### src/rtl/word_dispatch_1to4_pkg.sv
// Purpose: shared lane-count constants and the lane-select decode for the
//          1-to-4 word dispatcher and its lane buffers.
// Latency: none (constants and a combinational helper only).
// Backpressure: n/a.
package word_dispatch_1to4_pkg;

  // These values must match those used by the OR-tree recombiner so lane
  // numbering agrees on both sides.
  localparam int NUM_LANES  = 4;
  localparam int LANE_IDX_W = 2;

  // One-hot select of the lane addressed by idx.
  function automatic logic [NUM_LANES-1:0] lane_onehot(input logic [LANE_IDX_W-1:0] idx);
    return NUM_LANES'(1) << idx;
  endfunction

endpackage

### src/rtl/word_dispatch_1to4_lane.sv
// Purpose: one-entry output buffer for a single dispatch lane.
// Latency: a word loaded in cycle n is presented in cycle n+1.
// Backpressure: holds its word while ready=0; a drain and reload in the same cycle keeps the lane full.
//
// Ports:
//   clk, rst_n, clr   clock, async active-low reset, sync clear
//   load, load_data   write the buffer from the dispatcher
//   ready             downstream accepts the held word
//   valid, data       buffer occupied / held word
module dispatch_lane #(
  parameter int WIDTH = 1
) (
  input  logic             clk,
  input  logic             rst_n,
  input  logic             clr,
  input  logic             load,
  input  logic [WIDTH-1:0] load_data,
  input  logic             ready,
  output logic             valid,
  output logic [WIDTH-1:0] data
);

  always_ff @(posedge clk or negedge rst_n) begin
    if (!rst_n) begin
      valid <= 1'b0;
      data  <= '0;
    end else if (clr) begin
      valid <= 1'b0;
      data  <= '0;
    end else if (load) begin
      // Covers the drain-plus-reload case: the lane stays full with the new word.
      valid <= 1'b1;
      data  <= load_data;
    end else if (valid && ready) begin
      // Data is left in place; only the occupancy flag drops.
      valid <= 1'b0;
    end
  end

endmodule

### src/rtl/word_dispatch_1to4.sv
// Purpose: deals one valid/ready word stream round-robin onto four buffered lanes.
// Latency: one cycle from input accept to the lane's out_valid/out_data.
// Backpressure: in_ready depends only on the lane at lane_ptr; a stalled target lane blocks input.
//
// Ports:
//   clk, rst_n, clr            clock, async active-low reset, sync clear
//   in_valid/in_ready/in_data  upstream word stream
//   out_valid/out_ready        per-lane handshake, bit i = lane i
//   out_data                   lane i at out_data[i*WIDTH +: WIDTH]
//   lane_ptr                   lane that receives the next accepted word
//   busy                       any lane holds a word
module word_dispatch_1to4
  import word_dispatch_1to4_pkg::*;
#(
  parameter int WIDTH = 1
) (
  input  logic                       clk,
  input  logic                       rst_n,
  input  logic                       clr,
  input  logic                       in_valid,
  output logic                       in_ready,
  input  logic [WIDTH-1:0]           in_data,
  output logic [NUM_LANES-1:0]       out_valid,
  input  logic [NUM_LANES-1:0]       out_ready,
  output logic [NUM_LANES*WIDTH-1:0] out_data,
  output logic [LANE_IDX_W-1:0]      lane_ptr,
  output logic                       busy
);

  logic [LANE_IDX_W-1:0] ptr_q;
  logic                  acc;
  logic [NUM_LANES-1:0]  load;

  // Only the target lane's state feeds in_ready, so in_valid never reaches it
  // combinationally.
  assign in_ready = ~out_valid[ptr_q] | out_ready[ptr_q];

  // Clear wins over a same-cycle accept; the offered word is dropped.
  assign acc  = in_valid & in_ready & ~clr;
  assign load = acc ? lane_onehot(ptr_q) : '0;

  always_ff @(posedge clk or negedge rst_n) begin
    if (!rst_n) begin
      ptr_q <= '0;
    end else if (clr) begin
      ptr_q <= '0;
    end else if (acc) begin
      // Natural wrap of the 2-bit index gives 3 -> 0.
      ptr_q <= ptr_q + 1'b1;
    end
  end

  for (genvar i = 0; i < NUM_LANES; i++) begin : g_lane
    dispatch_lane #(.WIDTH(WIDTH)) u_lane (
      .clk       (clk),
      .rst_n     (rst_n),
      .clr       (clr),
      .load      (load[i]),
      .load_data (in_data),
      .ready     (out_ready[i]),
      .valid     (out_valid[i]),
      .data      (out_data[i*WIDTH +: WIDTH])
    );
  end

  assign lane_ptr = ptr_q;
  assign busy     = |out_valid;

endmodule
### config.mk
export PLATFORM = sky130hd
export DESIGN_NAME = word_dispatch_1to4
export DESIGN_NICKNAME = d
export VERILOG_FILES = /design/src/rtl/word_dispatch_1to4_pkg.sv /design/src/rtl/word_dispatch_1to4_lane.sv /design/src/rtl/word_dispatch_1to4.sv
export SDC_FILE = /design/constraint.sdc
export NUM_CORES = 1
export LEC_CHECK = 0
export CAP_MARGIN = 20
export CORE_MARGIN = 2
export CORE_UTILIZATION = 45
export DETAILED_ROUTE_END_ITERATION = 12
export PLACE_DENSITY = 0.8
export SLEW_MARGIN = 20
export SYNTH_ARGS = -nofsm -noshare
export SYNTH_HDL_FRONTEND = slang
export SYNTH_SLANG_ARGS = --single-unit
export TNS_END_PERCENT = 1
### constraint.sdc
create_clock -name clk -period 4.6 [get_ports clk]
set_clock_uncertainty 0.1 [all_clocks]
set_input_delay 0.92 -clock clk [delete_from_list [all_inputs] [get_ports clk]]
set_output_delay 0.92 -clock clk [all_outputs]
set_load 0.1 [all_outputs]
======== Yosys cells after proc, flatten, opt, wreduce, memory -nomap -nowiden ========
Index checks and enable logic that the tools add are counted.
cells by class
  multiplexer cells ....................... 27
  bitwise operators ....................... 5
  $add $sub $neg .......................... 1
  shift-type cells ........................ 1
  reduce and logical (&&, ||, !) cells .... 14
  magnitude comparators ................... 1
operator list
  cell                   count
  $mux W1                22
  $reduce_bool A3 Y1     4
  $reduce_bool A2 Y1     5
  $bmux W1 S2            2
  $logic_and A1 B1 Y1    4
  $mux W2                2
  $mux W4                1
  $reduce_or A4 Y1       1
  $shl A1 B2 Y4 const A  1
  $lt A2 B3 Y1 const B   1
  $add A2 B1 Y2 const B  1
  $and A1 B1 Y1          2
  $not A1 Y1             2
  $or A1 B1 Y1           1
word-level totals
  register bits ........................... 10

======== Longest topological paths before layout ========
Gate-level depths: netlist (run 1).
  word-level depth ........................ 9
  mapped depth ............................ 4
  depth with buffers taken out ............ 4

======== By module ========
A second synthesis (run 1) with hierarchy kept.
unflattened totals
  cells, all modules ...................... 59
  area total of the unflattened synthesis .. 598.1 µm²
by module, submodules not included
  module              sequential area each (µm²)  instances  cells each  area each (µm²)
  dispatch_lane       50.0                        4          7           78.8
  word_dispatch_1to4  50.0                        1          31          282.8

======== Least setup slack after synthesis (run 1) ========
Ideal clock, no wire load.
  path kind ............................... register -> output
  from .................................... register ptr_q[0], in the netlist lane_ptr[0]
  to ...................................... output port in_ready
  arrival time ............................ 1.895 ns
  cell stages (with the launch flop) ...... 3
  path slack .............................. 1.685 ns
  path buffers ............................ 0
  data required time ...................... 3.580 ns
  cells stage by stage .................... dfrtp_1 > inv_1 > mux4_2
between the ends
  cells in the longest elaborated chain, start to end .. 4
  elaborated cells between the ends (all ways) .. 6
  classes of those cells .................. mux: 4; bitwise: 2
ends and longest elaborated chain
  what                           line                      text
  start, declared                word_dispatch_1to4.sv:30  logic [LANE_IDX_W-1:0] ptr_q;
  start signal, assigned         word_dispatch_1to4.sv:49  ptr_q <= ptr_q + 1'b1;
  $bmux W1 S2                    word_dispatch_1to4.sv:36  assign in_ready = ~out_valid[ptr_q] | out_ready[ptr_q];
  $mux W1 (not written as such)  word_dispatch_1to4.sv:36
  $not A1 Y1                     word_dispatch_1to4.sv:36
  $or A1 B1 Y1 *                 word_dispatch_1to4.sv:36
  end, declared                  word_dispatch_1to4.sv:21  output logic in_ready,
Mark *: on every way between the ends. The rest lies on a longest branch, timed or not. The select of a mux whose other input is x is not followed.

======== Worst setup path in the final report (run 1) ========
  from .................................... input port out_ready[2]
  to ...................................... output port in_ready
between the ends
  cells in the longest elaborated chain, start to end .. 3
ends and longest elaborated chain
  what                           line                      text
  start, declared                word_dispatch_1to4.sv:24  input logic [NUM_LANES-1:0] out_ready,
  $bmux W1 S2                    word_dispatch_1to4.sv:36
  $mux W1 (not written as such)  word_dispatch_1to4.sv:36
  $or A1 B1 Y1                   word_dispatch_1to4.sv:36
Every way passes these cells. The select of a mux whose other input is x is not followed.

==> results of run 1 <==
## state kept, by name (all words and copies together), names as in the netlist
| signal | count |
|---|---|
| g_lane.u_lane.valid | 4 |
| lane_ptr | 2 |
| g_lane.u_lane.data | 4 |
## kinds of logic (layout without fill, tap and decap cells)
logic type	after synthesis	in the layout	synth area share (%)
simple gates	17	17	16.9
buf+inv	12	26	12.7
flops	10	10	42.4
compound gates	8	8	8.90
mux	5	5	10.6
fa+ha+maj	4	4	8.47
## cell type report
class	instances	area, um^2
fillers	116	493
multi-input cells	34	265
flip-flops and latches	10	250
repair buffers	20	198
clock buffers	4	36.3
well taps	15	18.8
inverters	2	7.51
## how the worst max path moves through the flow
stage / from / endpoint / slack (ns) / depth (start not counted)
global route: out_ready[3] / in_ready / 1.18 / 4
finish: out_ready[2] / in_ready / 1.21 / 4
floorplan: lane_ptr[0]$_DFFE_PN0P_ / in_ready / 1.68 / 2
global placement: out_ready[2] / in_ready / 1.26 / 4
detailed placement: out_ready[2] / in_ready / 1.23 / 4
CTS: out_ready[2] / in_ready / 1.23 / 4
## power breakdown
| group | total [uW] | internal [uW] | leakage, uW | switching (uW) |
|---|---|---|---|---|
| logic | 85.2 | 24.1 | 0.000191 | 61.1 |
| clock network | 83.0 | 48.3 | 0.0000210 | 34.7 |
| registers | 95.9 | 92.0 | 0.000137 | 3.85 |
| total | 264 | 164 | 0.000349 | 99.7 |
## cells in the mapped netlist (all sizes together)
master	count	area, um^2
nand2b	9	56.3
mux4	1	22.5
nor2	1	3.75
a21o	1	7.51
or4	1	7.51
dfrtp	10	250
inv	2	7.50
a32oi	1	8.76
ha	4	50.1
o211ai	1	7.51
clkbuf	2	7.51
nand3b	1	7.51
mux2i	4	40.0
nand3	5	25.0
buf	8	60.1
a21oi	5	28.8
## layer usage
layer | part of all wire [%] | vias to the layer above | GRT usage [%]
met5 | 0 | - | 0
li1 | - | 214 | -
met1 | 41 | 211 | 22.1
met4 | 1.4 | 0 | 7.50
met2 | 51 | 13 | 30.2
met3 | 5.9 | 2 | 6.67
## critical path, delay by kind of cell
family	cells	cell delay, ns
AND/OR/NAND/NOR	1	0.19
buffers and inverters	2	0.68
multiplexers	1	0.58
## stage by stage
stage               setup slack [ns]  cell area [um^2]
finish                          1.21               776
CTS                             1.23               776
floorplan                       1.68               591
global placement                1.26               739
detailed placement              1.23               739
global route                    1.18               776
==> impl_metrics.csv, run 1 <==
group,metric,value,unit
outcome,status,"completed",
clocking,clockRootBuffer,"clkbuf_4",
global_routing,grt_pass1_wl,1860,um
worst_setup_path,required,3.58,ns
clocking,clock_path_buffers,2,
detailed_routing,drc,0,
worst_setup_path,path_max_fanout,8,
global_routing,grtUsageTotal,18.5,%
floorplanning,core,1270,um^2
detailed_routing,wirelength,1170,um
detailed_routing,viasPerCell,5.18,
synth,synth-seq-cells,10,
finish,drive_above_1_share,11.4,%
sta,max-slew-margin-rel,34.1,%
floorplanning,dieWidth,40.2,um
detailed_routing,wl_per_cell,13.8,um
min_path,whs_path_depth,2,
global_routing,grt-ovfl-total,0,
placed_design,routabilityCongestion,0.799,
finish,final_common_cell,"clkdlybuf4s50_1",
sta,hold_violations,0,
clocking,cts_max_level,1,
floorplanning,dieHeight,40.2,um
floorplanning,io_pins,21,
placed_design,place_inst,81,
run,max_cap_violations,0,
synth,synth_nets,69,
worst_setup_path,worstRegToRegCells,4,
power_and_ir_drop,power.density,340,nW/um^2
power_and_ir_drop,vdd_drop_max,0.182,mV
finish,antenna_cells,0,
worst_setup_path,crit_chain,"clkdlybuf4s50_1, nand2b_1, mux4_2, buf_4",
clocking,hold_buffers,0,
worst_setup_path,critPathLaunchType,"input port",
floorplanning,initial_core_util,46.5,%
detailed_routing,drtIter0Drc,5,
finish,area_delta_synth_final,31.4,%
sta,fin_tns_setup,0,ns
sta,setup_violations,0,
global_routing,grt_max_degree,12,
finish,finalNetCount,84,
worst_setup_path,crit_type,"input port to output port",
finish,layoutNonFillerInstCount,85,
clocking,cts_buffers,3,
min_path,hold_class,"flop to flop",
finish,finish.utilization,61.1,%
worst_setup_path,endpoint_kind,"output port",
power_and_ir_drop,total_power,264,uW
synth,seq_area_frac_synth,42.4,%
worst_setup_path,slowest_stage,"mux4_2",
detailed_routing,drtAntennaViolNets,0,
synth,synthCells,56,
floorplanning,dieArea,1620,um^2
global_routing,antenna_found_initial,0,
finish,layout_common_cells,"clkdlybuf4s50_1, dfrtp_1, nand2b_1",
clocking,cts.reportedPaths.clkPinSlew,0.07,ns
sta,rsz0062_at_grt,"false",
worst_setup_path,reg2reg_slack,2.90,ns
sta,final.min_clock_period,3.39,ns
floorplanning,rows,13,
power_and_ir_drop,leakagePower,0.000349,uW
sta,whs,0.442,ns
min_path,hold_start,"g_lane[0].u_lane.data$_DFFE_PN0P_",
detailed_routing,routed-via-count,440,
synth,syn_area_per_cell,10.5,um^2
sta,clock.fmax,295,MHz
global_routing,grt_pass1_vias,401,
sta,tightest_slew,0.985,ns
worst_setup_path,r2r_start,"lane_ptr[1]$_DFFE_PN0P_",
clocking,clkSinkCount,10,
worst_setup_path,slowest_delay,0.58,ns
sta,drv_slew,0,
worst_setup_path,worstPathArrival,2.37,ns
placed_design,numPortBuffers,20,
clocking,cts_tree,"built",
placed_design,dp_hpwl,901,um
min_path,hold_end,"g_lane[0].u_lane.data$_DFFE_PN0P_",
detailed_routing,drtPass1Iterations,3,
synth,netlist_area,591,um^2
clocking,post_cts_buffers,0,
worst_setup_path,reg2reg_to,"g_lane[3].u_lane.data$_DFFE_PN0P_",
synth,synth.distinct_cells,18,
sta,finalCritPeriodShare,73.7,%
clocking,insertion_delay,0.28,ns
synth,yosysWarnings,0,
clocking,cts_resized,0,
Power figures use the tool's default switching activity.
==> run 2: changes to the inputs <==
- CORE_UTILIZATION: 45 -> 38
- PLACE_DENSITY: 0.8 -> 0.72
- clock period: 4.6 -> 3.02 ns (I/O delays scaled with it)
==> run 2 against run 1 <==
  * Global-route usage fell by 6.5 points
  * Sequential share of layout area rose by 1.2 points
  * Final area fell by 3.5%
  * Critical path type unchanged
==> impl_metrics.csv, run 2 (synthesis results as in run 1) <==
group,metric,value,unit
finish,finish.utilization,50.3,%
global_routing,grt_pass1_wl,1670,um
floorplanning,initial_core_util,39.7,%
worst_setup_path,critPathLaunchType,"input port",
clocking,clockRootBuffer,"clkbuf_4",
power_and_ir_drop,vdd_drop_max,0.197,mV
clocking,cts_resized,0,
detailed_routing,routed-via-count,438,
floorplanning,io_pins,21,
worst_setup_path,required,2.32,ns
finish,final_common_cell,"buf_4",
sta,final.min_clock_period,2.67,ns
sta,fin_tns_setup,0,ns
floorplanning,core,1490,um^2
floorplanning,dieArea,1890,um^2
clocking,clock_path_buffers,2,
outcome,status,"completed",
placed_design,routabilityCongestion,0.845,
sta,finalCritPeriodShare,88.5,%
clocking,cts_max_level,1,
finish,area_delta_synth_final,26.7,%
detailed_routing,drc,0,
sta,setup_violations,0,
floorplanning,dieWidth,43.4,um
floorplanning,dieHeight,43.4,um
global_routing,grt-ovfl-total,0,
sta,clock.fmax,374,MHz
worst_setup_path,path_max_fanout,8,
sta,rsz0062_at_grt,"false",
power_and_ir_drop,leakagePower,0.000368,uW
finish,drive_above_1_share,26.1,%
worst_setup_path,crit_type,"input port to output port",
sta,hold_violations,0,
detailed_routing,drtAntennaViolNets,0,
global_routing,grt_pass1_vias,401,
global_routing,grtUsageTotal,12.1,%
power_and_ir_drop,total_power,363,uW
worst_setup_path,worstPathArrival,1.97,ns
detailed_routing,drtPass1Iterations,4,
clocking,cts_buffers,3,
sta,drv_slew,0,
clocking,insertion_delay,0.26,ns
power_and_ir_drop,power.density,485,nW/um^2
clocking,cts_tree,"built",
placed_design,dp_hpwl,822,um
detailed_routing,drtIter0Drc,2,
sta,tightest_slew,0.460,ns
detailed_routing,wl_per_cell,12.3,um
floorplanning,rows,14,
clocking,post_cts_buffers,0,
global_routing,grt_max_degree,12,
min_path,hold_class,"flop to flop",
global_routing,antenna_found_initial,0,
finish,layout_common_cells,"buf_4, dfrtp_1, nand2b_1",
sta,whs,0.444,ns
clocking,clkSinkCount,10,
clocking,cts.reportedPaths.clkPinSlew,0.06,ns
run,max_cap_violations,0,
placed_design,numPortBuffers,20,
sta,max-slew-margin-rel,69.3,%
detailed_routing,viasPerCell,5.15,
clocking,hold_buffers,0,
worst_setup_path,endpoint_kind,"output port",
detailed_routing,wirelength,1040,um
finish,finalNetCount,84,
finish,antenna_cells,0,
==> run 2: worst paths after layout <==
kind | start | to | slack (ns) | depth (start not counted)
worst min-delay path | g_lane[1].u_lane.data$_DFFE_PN0P_ | g_lane[1].u_lane.data$_DFFE_PN0P_ | 0.44 | 2
min in group asynchronous | rst_n | g_lane[2].u_lane.data$_DFFE_PN0P_ | 0.56 | 1
worst max register to register | lane_ptr[1]$_DFFE_PN0P_ | g_lane[3].u_lane.data$_DFFE_PN0P_ | 1.33 | 4
worst max-delay path | out_ready[0] | in_ready | 0.35 | 4
max in group asynchronous | rst_n | lane_ptr[1]$_DFFE_PN0P_ | 1.94 | 1
worst min register to register | g_lane[1].u_lane.data$_DFFE_PN0P_ | g_lane[1].u_lane.data$_DFFE_PN0P_ | 0.44 | 2
==> run 2: metal layers <==
metal / vias up / global-route usage, % / wire length [um]
li1: 210 / - / -
met4: 0 / 5.45 / 16
met5: - / 0 / 0
met1: 203 / 16.8 / 480
met3: 2 / 2.50 / 84
met2: 23 / 18.2 / 463
==> run 2: report_power, final <==
group	total [uW]	internal [uW]	switching, uW
sequential	146	140	5.92
combinational	128	35.8	92.6
clock	88.4	45.9	42.5
total	363	222	141
==> run 2: cell type report <==
| type | instances | area, um^2 |
|---|---|---|
| repair buffers | 20 | 183 |
| well taps | 16 | 20.0 |
| clock buffers | 3 | 22.5 |
| inverters | 2 | 7.51 |
| fillers | 149 | 741 |
| multi-input cells | 34 | 265 |
| flip-flops and latches | 10 | 250 |
==> run 2: worst max-delay path: stages <==
cell	delay (ns)
clkdlybuf4s50_1	0.39
nand2b_1	0.16
mux4_2	0.59
buf_12	0.21
==> run 2: through the flow <==
stage,instances,area [um^2],setup slack (ns)
floorplan,56,591,0.421
global placement,82,726,0.359
detailed placement,82,726,0.353
CTS,85,748,0.345
global route,85,748,0.289
finish,85,748,0.348
